## src/rtl/i2c_regfile_pkg.sv

```systemverilog
// Shared types and constants for the I2C slave register file.
package i2c_regfile_pkg;

  // Byte-handshake decoder states
  typedef enum logic [1:0] {
    IDLE = 2'd0,
    PTR  = 2'd1,
    DATA = 2'd2
  } regfile_state_t;

  // Default geometry and identity
  localparam int         DEF_DEPTH    = 16;
  localparam int         DEF_RO_COUNT = 8;
  localparam logic [7:0] DEF_CHIP_ID  = 8'h55;

  // Register map
  localparam int REG_ID         = 0;
  localparam int REG_TEMP_MSB   = 1;
  localparam int REG_TEMP_LSB   = 2;
  localparam int REG_PRESS_MSB  = 3;
  localparam int REG_PRESS_LSB  = 4;
  localparam int REG_PRESS_XLSB = 5;
  localparam int REG_CTRL       = DEF_RO_COUNT;

endpackage

```

## src/rtl/i2c_regfile_ptr_fsm.sv

```systemverilog
// Pointer-then-data decoder: tracks the transaction phase and the register
// pointer, and flags the cycle in which a master data byte is to be written.
module i2c_regfile_ptr_fsm
  import i2c_regfile_pkg::*;
#(
  parameter int ADDR_W = 4
) (
  input  logic              clk,
  input  logic              reset,
  input  logic              bus_start,
  input  logic              bus_stop,
  input  logic              received,
  input  logic              sended,
  input  logic [ADDR_W-1:0] ptr_load,
  output logic [ADDR_W-1:0] ptr,
  output logic              i2c_wr
);

  regfile_state_t    state_r, state_nxt_s;
  logic [ADDR_W-1:0] ptr_r, ptr_nxt_s;
  logic [ADDR_W-1:0] ptr_inc_s;

  assign ptr_inc_s = ptr_r + {{(ADDR_W-1){1'b0}}, 1'b1};  // wraps DEPTH-1 -> 0
  assign ptr       = ptr_r;

  // State and pointer registers
  always_ff @(posedge clk or negedge reset) begin
    if (!reset) begin
      state_r <= IDLE;
      ptr_r   <= {ADDR_W{1'b0}};
    end else begin
      state_r <= state_nxt_s;
      ptr_r   <= ptr_nxt_s;
    end
  end

  // Next state, next pointer and write request; bus_start outranks any byte
  always_comb begin
    state_nxt_s = state_r;
    ptr_nxt_s   = ptr_r;
    i2c_wr      = 1'b0;
    if (bus_start) begin
      state_nxt_s = PTR;
    end else if (bus_stop) begin
      state_nxt_s = IDLE;
    end else begin
      case (state_r)
        IDLE: begin
          state_nxt_s = IDLE;
        end
        PTR: begin
          if (received) begin
            ptr_nxt_s   = ptr_load;
            state_nxt_s = DATA;
          end else if (sended) begin
            ptr_nxt_s   = ptr_inc_s;
            state_nxt_s = DATA;
          end else begin
            state_nxt_s = PTR;
          end
        end
        DATA: begin
          // received wins over a simultaneous sended; pointer moves once
          if (received) begin
            i2c_wr    = 1'b1;
            ptr_nxt_s = ptr_inc_s;
          end else if (sended) begin
            ptr_nxt_s = ptr_inc_s;
          end else begin
            ptr_nxt_s = ptr_r;
          end
        end
        default: begin
          state_nxt_s = IDLE;
        end
      endcase
    end
  end

endmodule

```

## src/rtl/i2c_slave_regfile.sv

```systemverilog
// Register file behind I2C_SLAVE: RO block loaded locally, RW block written
// by the master and exported as ctrl_regs. Define REGFILE_SHADOW_EN to make
// master reads of RO registers return a snapshot taken at bus_start.
module i2c_slave_regfile
  import i2c_regfile_pkg::*;
#(
  parameter int         DEPTH    = DEF_DEPTH,
  parameter int         RO_COUNT = DEF_RO_COUNT,
  parameter logic [7:0] CHIP_ID  = DEF_CHIP_ID,
  parameter int         ADDR_W   = $clog2(DEPTH)
) (
  input  logic                          clk,
  input  logic                          reset,
  input  logic                          bus_start,
  input  logic                          bus_stop,
  input  logic [7:0]                    datareceive,
  input  logic                          received,
  output logic [7:0]                    datasend,
  input  logic                          sended,
  input  logic                          upd_valid,
  input  logic [ADDR_W-1:0]             upd_addr,
  input  logic [7:0]                    upd_data,
  output logic [8*(DEPTH-RO_COUNT)-1:0] ctrl_regs,
  output logic                          wr_strobe,
  output logic [ADDR_W-1:0]             wr_addr,
  output logic [ADDR_W-1:0]             ptr
);

  localparam logic [ADDR_W:0] RO_LIM = (ADDR_W+1)'(RO_COUNT);

  logic [7:0]        regs_r [DEPTH];
  logic [ADDR_W-1:0] ptr_s;
  logic              i2c_wr_s;
  logic              i2c_wr_ok_s;
  logic [7:0]        rd_byte_s;
  logic [7:0]        datasend_r;
  logic              wr_strobe_r;
  logic [ADDR_W-1:0] wr_addr_r;

  i2c_regfile_ptr_fsm #(.ADDR_W(ADDR_W)) u_ptr_fsm (
    .clk       (clk),
    .reset     (reset),
    .bus_start (bus_start),
    .bus_stop  (bus_stop),
    .received  (received),
    .sended    (sended),
    .ptr_load  (datareceive[ADDR_W-1:0]),
    .ptr       (ptr_s),
    .i2c_wr    (i2c_wr_s)
  );

  // Master writes to the RO block are dropped silently
  always_comb begin
    i2c_wr_ok_s = 1'b0;
    if (i2c_wr_s && ({1'b0, ptr_s} >= RO_LIM)) begin
      i2c_wr_ok_s = 1'b1;
    end else begin
      i2c_wr_ok_s = 1'b0;
    end
  end

  // Register array: master write beats a local update to the same RW address
  always_ff @(posedge clk or negedge reset) begin
    if (!reset) begin
      for (int i = 0; i < DEPTH; i++) begin
        regs_r[i] <= (i == 0) ? CHIP_ID : 8'h00;
      end
    end else begin
      for (int i = 0; i < DEPTH; i++) begin
        if (i2c_wr_ok_s && (ptr_s == ADDR_W'(i))) begin
          regs_r[i] <= datareceive;
        end else if (upd_valid && (upd_addr == ADDR_W'(i))) begin
          regs_r[i] <= upd_data;
        end
      end
    end
  end

`ifdef REGFILE_SHADOW_EN
  logic [7:0] shadow_r [RO_COUNT];

  // Snapshot of the RO block taken at every START for coherent multi-byte reads
  always_ff @(posedge clk or negedge reset) begin
    if (!reset) begin
      for (int i = 0; i < RO_COUNT; i++) begin
        shadow_r[i] <= (i == 0) ? CHIP_ID : 8'h00;
      end
    end else if (bus_start) begin
      for (int i = 0; i < RO_COUNT; i++) begin
        shadow_r[i] <= regs_r[i];
      end
    end
  end

  // Read mux: RO addresses come from the snapshot
  always_comb begin
    rd_byte_s = regs_r[ptr_s];
    for (int i = 0; i < RO_COUNT; i++) begin
      if (ptr_s == ADDR_W'(i)) begin
        rd_byte_s = shadow_r[i];
      end else begin
        rd_byte_s = rd_byte_s;
      end
    end
  end
`else
  // Read mux: live array
  always_comb begin
    rd_byte_s = regs_r[ptr_s];
  end
`endif

  // Registered read byte and write notification
  always_ff @(posedge clk or negedge reset) begin
    if (!reset) begin
      datasend_r  <= CHIP_ID;
      wr_strobe_r <= 1'b0;
      wr_addr_r   <= {ADDR_W{1'b0}};
    end else begin
      datasend_r  <= rd_byte_s;
      wr_strobe_r <= i2c_wr_ok_s;
      if (i2c_wr_ok_s) begin
        wr_addr_r <= ptr_s;
      end
    end
  end

  // Flattened view of the RW block, lowest RW register in the LSB byte
  always_comb begin
    ctrl_regs = '0;
    for (int j = 0; j < DEPTH - RO_COUNT; j++) begin
      ctrl_regs[8*j +: 8] = regs_r[RO_COUNT + j];
    end
  end

  assign datasend  = datasend_r;
  assign wr_strobe = wr_strobe_r;
  assign wr_addr   = wr_addr_r;
  assign ptr       = ptr_s;

endmodule

```

## config.mk

```make
export PLATFORM = sky130hd
export DESIGN_NAME = i2c_slave_regfile
export DESIGN_NICKNAME = d
export VERILOG_FILES = /design/src/rtl/i2c_regfile_pkg.sv /design/src/rtl/i2c_regfile_ptr_fsm.sv /design/src/rtl/i2c_slave_regfile.sv
export SDC_FILE = /design/constraint.sdc
export NUM_CORES = 1
export LEC_CHECK = 0
export BUFFER_PORTS_ARGS = -buffer_cell sky130_fd_sc_hd__buf_2
export CORE_MARGIN = 3
export CORE_UTILIZATION = 32
export CTS_CLUSTER_DIAMETER = 150
export CTS_CLUSTER_SIZE = 10
export DETAILED_ROUTE_END_ITERATION = 6
export PLACE_DENSITY_LB_ADDON = 0.25
export SKIP_CTS_REPAIR_TIMING = 1
export SYNTH_ARGS = -nofsm -noshare
export SYNTH_HDL_FRONTEND = slang
export SYNTH_SLANG_ARGS = --single-unit
```

## constraint.sdc

```tcl
create_clock -name clk -period 2.5 [get_ports clk]
set_input_delay 0.375 -clock clk [delete_from_list [all_inputs] [get_ports clk]]
set_output_delay 0.375 -clock clk [all_outputs]
set_load 0.03 [all_outputs]
```

==> impl_metrics.csv <==
group,metric,value,unit
global_route,first_global_vias,5581,
logic_synthesis,yosysSeqAreaShare,0.477,
worst_setup_path,regToRegEndpoint,"ctrl_regs[11]",
logic_synthesis,synth_area_leaders,"dfrtp_1 45%, mux2_2 9.5%, mux4_2 9.3%",
worst_setup_path,worstPathRequired,2.78,ns
placement,place_area,8140,sq um
drt,finalWirelength,22300,um
drt,drt_iter0_drc,394,
sta,final-hold-violation-count,0,
clock_network,clock-sinks,147,
die,die-area,26100,sq um
power_and_ir_drop,power_leakage,0.00380,uW
logic_synthesis,synth_common_cells,"139 x dfrtp_1, 73 x nand2_1, 66 x buf_4",
logic_synthesis,avgSynthCellArea,11.8,sq um
logic_synthesis,syn-cell-area,7730,sq um
final_layout,syn2layout_area_growth,13.5,%
logic_synthesis,synth.net_count,690,
logic_synthesis,async_flop_share,1.00,
drt,postRouteAntennaNets,0,
final_layout,diodes,0,
clock_network,clkTransAtPathRegs,0.06,ns
final_layout,fin_area,8780,sq um
worst_setup_path,reg2reg_depth,5,
sta,period_minus_slack,2.09,ns
worst_setup_path,timing.rr.start,"u_ptr_fsm.state_r[0]",
logic_synthesis,synth_cell_types,40,
placement,port_buffers,107,
placement,dp.cells,985,
placement,place_congestion,0.831,
sta,max_slew.worst_pin.slew,0.677,ns
run_status,outcome,"finished, final reports clean",
die,fp.dieW,161,um
sta,rsz0062_at_grt,"no",
logic_synthesis,ys.flop_type,"dfrtp_1",
sta,setup-violations-final,0,
power_and_ir_drop,pwr_density_cell,1050,nW/um^2
sta,setup_tns,0,ns
logic_synthesis,synth_top_area_share,0.450,
sta,max_slew_margin,0.548,
global_route,antenna_found_initial,0,
clock_network,clk_latency,0.43,ns
logic_synthesis,synth_most_common_cell,"dfrtp_1",
hold_path,hold_start,"bus_start",
global_route,grt_pass1_wl,34400,um
clock_network,htreeDepth,4,
drt,wl_per_cell,21.9,um
worst_setup_path,r2r_setup_slack,0.41,ns
die,core,23600,sq um
sta,layout_setup_ws,0.412,ns
logic_synthesis,ys_warn_count,0,
logic_synthesis,synth-seq-cells,147,
logic_synthesis,yosysTopAreaCell,"dfrtp_1",
global_route,grt_use_total,0.175,
drt,vias,5237,
worst_setup_path,crit_fanout,16,
final_layout,finalNonFillerCells,1018,
logic_synthesis,synth_edf_count,0,
die,start_util,0.327,
worst_setup_path,worstPathArrival,2.36,ns
sta,fin_skew,0.00727,ns
drt,vias_per_cell,5.14,
die,fp.dieH,161,um
final_layout,drive_above_1_share,0.385,
worst_setup_path,end_kind,"register",
clock_network,cts_made_buffers,17,
hold_path,holdPathEnd,"u_ptr_fsm.state_r[1]",
die,ios,108,
placement,post-dp-hpwl,15600,um
sta,period_share,0.835,
drt,first_pass_iters,5,
clock_network,clockRootBuffer,"clkbuf_16",
hold_path,whs_path_depth,2,
logic_synthesis,synth_cells,657,
worst_setup_path,start_kind,"register",
global_route,grt_max_degree,68,
drt,drc,0,
hold_path,hp-class,"in2reg",
power_and_ir_drop,peakVddDrop,0.460,mV
clock_network,cts_tree,"done",
run,maxCapViolCount,0,
sta,slew_violations,0,
worst_setup_path,setup.worst_path.class,"reg2reg",
clock_network,cts_buffer_depth,2,
sta,max_freq,0.479,GHz
placement,pre_cts_ws,0.460,ns
final_layout,nets,719,
sta,holdWs,0.153,ns
global_route,grt_overflow,0,
die,fp-row-count,56,
-- cells in the final DEF, fill, tap and decap left out, types with 3 or more instances in the layout --
master      count
and3_1          3
dfstp_2         8
mux4_2         32
buf_4          12
nor2b_1         4
inv_1           5
buf_12          4
clkbuf_16      17
nand2_1        73
dfrtp_1       138
a21oi_1        11
buf_2         106
o21ai_1         3
mux2_2         65
clkinvlp_4      7
ha_1            6
o21ai_0        59
nand2b_1        6
or3_1           3
mux2i_1        64
and4b_1         3
nor2_2          9
a22oi_1        16
bufinv_16       4
nand3b_1        3
nor2_1         12
-- where the power goes --
part	total (uW)	internal [uW]	leakage [uW]	switching [uW]
clock	2730	1700	0.000281	1030
combinational	3000	1200	0.00172	1800
sequential	3470	3000	0.00179	468
-- worst max path at each step --
stage	slack, ns	depth (start not counted)	from	to
floorplan	0.37	8	u_ptr_fsm.ptr[0]	ctrl_regs[55]
global route	0.25	5	u_ptr_fsm.state_r[0]	ctrl_regs[12]
global placement	0.52	5	u_ptr_fsm.state_r[0]	ctrl_regs[12]
CTS	0.45	5	u_ptr_fsm.state_r[0]	ctrl_regs[8]
finish	0.41	5	u_ptr_fsm.state_r[0]	ctrl_regs[11]
detailed placement	0.46	5	u_ptr_fsm.state_r[0]	ctrl_regs[8]
-- stage by stage --
step            util  power (uW)
2_1_floorplan      -        5760
3_3_place_gp   0.345        6450
3_5_place_dp   0.345        6520
4_1_cts        0.371        9280
5_1_grt        0.372        9640
6_report       0.372        9200
-- state kept, by name, summed over array words and instances (netlist names) --
register           count
datasend               8
u_ptr_fsm.ptr          4
u_ptr_fsm.state_r      2
regs_r                64
ctrl_regs             64
wr_addr                4
wr_strobe              1
-- cells by family (layout without fill, tap and decap cells) --
group                      after synthesis  count (layout)  share of synthesized area
AOI/OAI and AO/OA                       96              96                     0.0697
adders and majority gates                6               6                    0.00971
buffers and inverters                  119             161                     0.0934
DFF                                    147             147                      0.477
muxes                                  161             161                      0.271
and+or+nand+nor                        128             128                     0.0794
-- critical path: stages, from the launching register on --
cell and delay (ns):
dfrtp_1 0.39, inv_1 0.07, ha_1 0.26, and4bb_2 0.40, and4b_1 0.60, o21ai_0 0.21
-- routing by layer --
metal	track usage	vias up	share of wire
li1	-	2323	-
met2	0.274	203	0.47
met1	0.237	2676	0.44
met5	0	-	0
met3	0.0516	35	0.076
met4	0.0528	0	0.019
-- final cells by class --
cell class / instances / area, sq um
clock buffers: 20 / 447
clock inverters: 12 / 181
fillers: 2284 / 14800
flip-flops and latches: 147 / 3690
repair buffers: 124 / 722
multi-input cells: 391 / 3320
well taps: 319 / 399
inverters: 5 / 18.8
No activity file was read; power rests on OpenSTA's default activity.
